<file path="config.mk">
export PLATFORM = sky130hd
export DESIGN_NAME = alu_arbiter
export DESIGN_NICKNAME = d
export VERILOG_FILES = /design/src/rtl/alu_arbiter.sv
export SDC_FILE = /design/constraint.sdc
export NUM_CORES = 1
export LEC_CHECK = 0
export CAP_MARGIN = 5
export CORE_MARGIN = 2
export CORE_UTILIZATION = 40
export CTS_CLUSTER_SIZE = 16
export DETAILED_ROUTE_END_ITERATION = 8
export PLACE_DENSITY = 0.86
export SETUP_SLACK_MARGIN = 0.15
export SLEW_MARGIN = 40
export SYNTH_ARGS = -nofsm -noshare
export SYNTH_HDL_FRONTEND = slang
export SYNTH_SLANG_ARGS = --single-unit
</file>
<file path="constraint.sdc">
create_clock -name clk -period 5.1 [get_ports clk]
set_input_delay 0.51 -clock clk [delete_from_list [all_inputs] [get_ports clk]]
set_output_delay 0.51 -clock clk [all_outputs]
set_load 0.01 [all_outputs]
</file>
<file path="src/rtl/alu_arbiter.sv">
// Round-robin arbiter sharing one combinational MIPS ALU between two requesters.
// Winning operation is registered onto the ALU bus, the result is captured one
// cycle later and returned on a tagged valid/ready response channel.
module alu_arbiter #(
  parameter int unsigned OP_W   = 11,
  parameter int unsigned DATA_W = 32,
  parameter int unsigned CNT_W  = 16
) (
  input  logic              clk,
  input  logic              rst,
  // requester 0
  input  logic              req0_valid,
  output logic              req0_ready,
  input  logic [OP_W-1:0]   req0_op,
  input  logic [DATA_W-1:0] req0_in0,
  input  logic [DATA_W-1:0] req0_in1,
  // requester 1
  input  logic              req1_valid,
  output logic              req1_ready,
  input  logic [OP_W-1:0]   req1_op,
  input  logic [DATA_W-1:0] req1_in0,
  input  logic [DATA_W-1:0] req1_in1,
  // response channel
  output logic              resp_valid,
  input  logic              resp_ready,
  output logic              resp_id,
  output logic [DATA_W-1:0] resp_out,
  output logic              resp_overflow,
  output logic              resp_zero,
  output logic              resp_carryout,
  output logic              resp_illegal,
  // shared ALU
  output logic [OP_W-1:0]   alu_op,
  output logic [DATA_W-1:0] alu_in0,
  output logic [DATA_W-1:0] alu_in1,
  input  logic [DATA_W-1:0] alu_out,
  input  logic              alu_overflow,
  input  logic              alu_zero,
  input  logic              alu_carryout,
  // statistics
  output logic [CNT_W-1:0]  ops_done
);

  typedef enum logic [1:0] {StIdle, StExec, StResp} state_e;

  state_e              state_q, state_d;
  logic                last_q;
  logic                id_q;
  logic                illegal_q;
  logic [OP_W-1:0]     alu_op_q;
  logic [DATA_W-1:0]   alu_in0_q, alu_in1_q;
  logic                resp_id_q, resp_ovf_q, resp_zero_q, resp_cout_q, resp_ill_q;
  logic [DATA_W-1:0]   resp_out_q;
  logic [CNT_W-1:0]    ops_done_q;

  logic                grant0, grant1, accept, win_id, win_legal;
  logic [OP_W-1:0]     win_op;
  logic [DATA_W-1:0]   win_in0, win_in1;

  function automatic logic is_legal(input logic [OP_W-1:0] op);
    logic legal;
    case (op)
      OP_W'('h20), OP_W'('h21), OP_W'('h22), OP_W'('h23),
      OP_W'('h24), OP_W'('h25), OP_W'('h26), OP_W'('h27),
      OP_W'('h2A), OP_W'('h2B), OP_W'('h00), OP_W'('h02),
      OP_W'('h03), OP_W'('h04), OP_W'('h06), OP_W'('h07): legal = 1'b1;
      default:                                           legal = 1'b0;
    endcase
    return legal;
  endfunction

  // Round-robin grant: on a tie the requester that did not win last time goes.
  // Ready is masked during reset so all outputs read 0 while rst is held.
  always_comb begin
    grant0     = req0_valid && (!req1_valid || last_q);
    grant1     = req1_valid && (!req0_valid || !last_q);
    req0_ready = !rst && (state_q == StIdle) && grant0;
    req1_ready = !rst && (state_q == StIdle) && grant1;
    accept     = req0_ready || req1_ready;
    win_id     = req1_ready;
    win_op     = win_id ? req1_op  : req0_op;
    win_in0    = win_id ? req1_in0 : req0_in0;
    win_in1    = win_id ? req1_in1 : req0_in1;
    win_legal  = is_legal(win_op);
  end

  // Next-state logic: IDLE -> EXEC on accept, EXEC -> RESP always, RESP -> IDLE on take.
  always_comb begin
    state_d = state_q;
    unique case (state_q)
      StIdle:  if (accept) state_d = StExec;
      StExec:  state_d = StResp;
      StResp:  if (resp_ready) state_d = StIdle;
      default: state_d = StIdle;
    endcase
  end

  // State, arbitration pointer and per-operation tag.
  always_ff @(posedge clk or posedge rst) begin
    if (rst) begin
      state_q   <= StIdle;
      last_q    <= 1'b1;
      id_q      <= 1'b0;
      illegal_q <= 1'b0;
    end else begin
      state_q <= state_d;
      if (accept) begin
        last_q    <= win_id;
        id_q      <= win_id;
        illegal_q <= !win_legal;
      end
    end
  end

  // ALU input bus: loaded only for a legal accepted op, held otherwise.
  always_ff @(posedge clk or posedge rst) begin
    if (rst) begin
      alu_op_q  <= '0;
      alu_in0_q <= '0;
      alu_in1_q <= '0;
    end else if (accept && win_legal) begin
      alu_op_q  <= win_op;
      alu_in0_q <= win_in0;
      alu_in1_q <= win_in1;
    end
  end

  // Capture the settled ALU result at the end of EXEC; illegal ops return zeros.
  always_ff @(posedge clk or posedge rst) begin
    if (rst) begin
      resp_id_q   <= 1'b0;
      resp_out_q  <= '0;
      resp_ovf_q  <= 1'b0;
      resp_zero_q <= 1'b0;
      resp_cout_q <= 1'b0;
      resp_ill_q  <= 1'b0;
    end else if (state_q == StExec) begin
      resp_id_q   <= id_q;
      resp_ill_q  <= illegal_q;
      resp_out_q  <= illegal_q ? '0 : alu_out;
      resp_ovf_q  <= !illegal_q && alu_overflow;
      resp_zero_q <= !illegal_q && alu_zero;
      resp_cout_q <= !illegal_q && alu_carryout;
    end
  end

  // Completed-response counter, wraps naturally.
  always_ff @(posedge clk or posedge rst) begin
    if (rst) begin
      ops_done_q <= '0;
    end else if ((state_q == StResp) && resp_ready) begin
      ops_done_q <= ops_done_q + CNT_W'(1);
    end
  end

  // Output drive.
  always_comb begin
    resp_valid    = (state_q == StResp);
    resp_id       = resp_id_q;
    resp_out      = resp_out_q;
    resp_overflow = resp_ovf_q;
    resp_zero     = resp_zero_q;
    resp_carryout = resp_cout_q;
    resp_illegal  = resp_ill_q;
    alu_op        = alu_op_q;
    alu_in0       = alu_in0_q;
    alu_in1       = alu_in1_q;
    ops_done      = ops_done_q;
  end

endmodule

</file>
==> results.cfg <==
[global_route]
grt_util_all_layers = 0.206
grt_max_degree = 97
antenna_found_initial = 0
gr-total-overflow = 0
grt_pass1_vias = 5118
grt_pass1_wl_mm = 26.2

[route]
drt_pass1_iterations = 4
num_vias = 4924
drtIter0Drc = 160
postRouteAntennaNets = 0
drt-wirelength-per-cell_um = 17.0
routed_wl_mm = 17.3
vias_per_cell = 4.85
drc_errors = 0

[placement]
routabilityCongestion = 0.783
port-buffer-count = 320
pre_cts_ws_ns = 1.76
dp_hpwl_mm = 12.7

[timing]
tightest_slew_ns = 0.678
clock_skew_ns = 0.00392
fin_crit_sh = 0.643
fin_setup_tns_ns = 0
fmaxAchievable_mhz = 305
setup_ws_ns = 1.82
min_period_ns = 3.28
relSlewSlack = 0.548
finalHoldViolCount = 0
slew_viol_final = 0
fin_hold_ws_ns = 0.473
finalSetupViolCount = 0
rsz0062_at_grt = false

[yosys]
yosysMostFrequentCell = dfrtp_1
ys_top_cells_by_count = dfrtp_1 (132), mux2_2 (105), nand2_1 (51)
synth_top_area_share = 0.530
synthFlopType = dfrtp_1
yosysWarnings = 0
synth_edf_count = 0
synth_cell_types = 35
avgSynthCellArea_um2 = 12.5
synthCells = 500
synthArstFlopShare = 1.00
synth_nets = 691
syn_area_um2 = 6230
synthTopCellsByArea = dfrtp_1 (53%), mux2_2 (19%), mux2_4 (7.7%)
synth_top_cell_by_area = dfrtp_1
ys_ff_latch = 133
seq_area_frac_synth = 0.534

[critical_path]
critPathKind = primary input to output pin
cp_max_fo = 55
r2r_start = state_q[1]
r2r-end = alu_in0[20]
cp.required_ns = 4.59
r2r_cells = 6
critPathLaunchType = primary input
critPathCaptureType = output pin
endpoint = req1_ready
ff2ff_setup_slack_ns = 2.35
cp-startpoint = rst
arrival_ns = 2.77

[finish]
drive_gt1_frac = 0.217
nets = 1006
area_growth_syn_to_layout_pct = 63.2
final_util = 0.669
n_fill_cell = 1142
antenna_cells = 0

[pwr]
vdd_drop_max_mv = 0.201
powerDensity_nw_per_um2 = 315
leakagePower_nw = 4.52
total_power_w = 0.00321

[clock_network]
post_cts_resized = 0
cts_sinks = 133
max-clock-path-buffers = 2
clkTransAtPathRegs_ns = 0.06
post_cts_buffers = 0
cts_tree = done
clkLatencyLatePin_ns = 0.41
h-tree-depth = 4
clockRootBuffer = clkbuf_16
hold_buffers = 0
cts-buffers-inserted = 17

[flow_run]
max_cap_violations = 0

[floorplanning]
core_um2 = 15200
num_io_pins = 321
die_h_um = 129
die_w_um = 129
start_util = 0.410
rows = 45
die_area_um2 = 16600

[hold_path]
hold_path.class = flip-flop to flip-flop
holdCritStartpoint = resp_out[10]

[run_status]
outcome = finished clean
==> registers in the layout, indices dropped and copies added, names as in the netlist <==
signal and cells:
alu_in1 32, resp_id 1, illegal_q 1, state_q 2, alu_in0 32, ops_done 16, resp_overflow 1, resp_out 32
resp_zero 1, resp_carryout 1, id_q 1, last_q 1, alu_op 11, resp_illegal 1
==> power breakdown <==
part / switching, W / leakage (nW) / internal [W] / total (W)
logic: 0.000309 / 2.44 / 0.000478 / 0.000787
clock network: 0.000484 / 0.273 / 0.000687 / 0.00117
registers: 0.0000829 / 1.81 / 0.00116 / 0.00125
==> cell usage in the layout, fill, tap and decap left out, drive strengths merged, types with 2 or more instances in the layout <==
| cell type | instances |
|---|---|
| clkinv | 7 |
| clkdlybuf4s50 | 320 |
| mux2 | 137 |
| nor2 | 6 |
| buf | 4 |
| xnor2 | 9 |
| nor4 | 3 |
| xor2 | 6 |
| or3 | 2 |
| nor3 | 4 |
| a211o | 2 |
| a21oi | 2 |
| and3 | 2 |
| nand3 | 7 |
| nand2 | 51 |
| nand2b | 39 |
| nand4 | 3 |
| and2 | 7 |
| dfrtp | 132 |
| clkinvlp | 3 |
| inv | 13 |
| a21boi | 2 |
| o21ai | 39 |
| clkbuf | 18 |
==> worst max-delay path, stage by stage <==
cell and delay (ns):
clkdlybuf4s50_1 0.62, nor3_2 0.12, nand2_4 0.27, buf_4 0.62
inv_1 0.09, clkdlybuf4s50_1 0.50
==> kinds of logic after synthesis <==
kind of cell             count (synthesis)  share of synthesized area
adder cells (fa/ha/maj)                  1                    0.00201
XOR/XNOR                                15                     0.0211
flip-flops                             133                      0.534
AO/OA/AOI/OAI                           49                     0.0434
buffers and inverters                   38                     0.0285
multiplexers                           137                      0.267
AND/OR/NAND/NOR                        127                      0.104
==> final cells by class <==
class / instances / area [um2] / share of cell area
Inverter: 10 / 45.0 / 0.00443
Tap cell: 188 / 235 / 0.0231
Sequential cell: 133 / 3330 / 0.328
Clock inverter: 14 / 129 / 0.0127
Timing Repair Buffer: 324 / 3250 / 0.319
Clock buffer: 18 / 439 / 0.0432
Multi-Input combinational cell: 329 / 2740 / 0.270
==> per-stage QoR <==
step           cell area, um2  instances
2_1_floorplan            6230        500
3_3_place_gp             9580        983
3_5_place_dp             9600        984
4_1_cts                 10200       1016
5_1_grt                 10200       1016
6_report                10200       1016
==> metal layers <==
| metal | routed length, um | global-route usage |
|---|---|---|
| met1 | 6930 | 0.243 |
| met2 | 8500 | 0.350 |
| met3 | 1460 | 0.0715 |
| met4 | 364 | 0.0748 |
| met5 | 0 | 0 |
==> worst min path at each step <==
stage	cells after the start	endpoint
2_1_floorplan	2	id_q
3_3_place_gp	2	last_q
3_5_place_dp	2	id_q
4_1_cts	2	last_q
5_1_grt	1	ops_done[15]
6_report	2	resp_out[10]
Note: power is estimated with default switching activity, not from simulation.
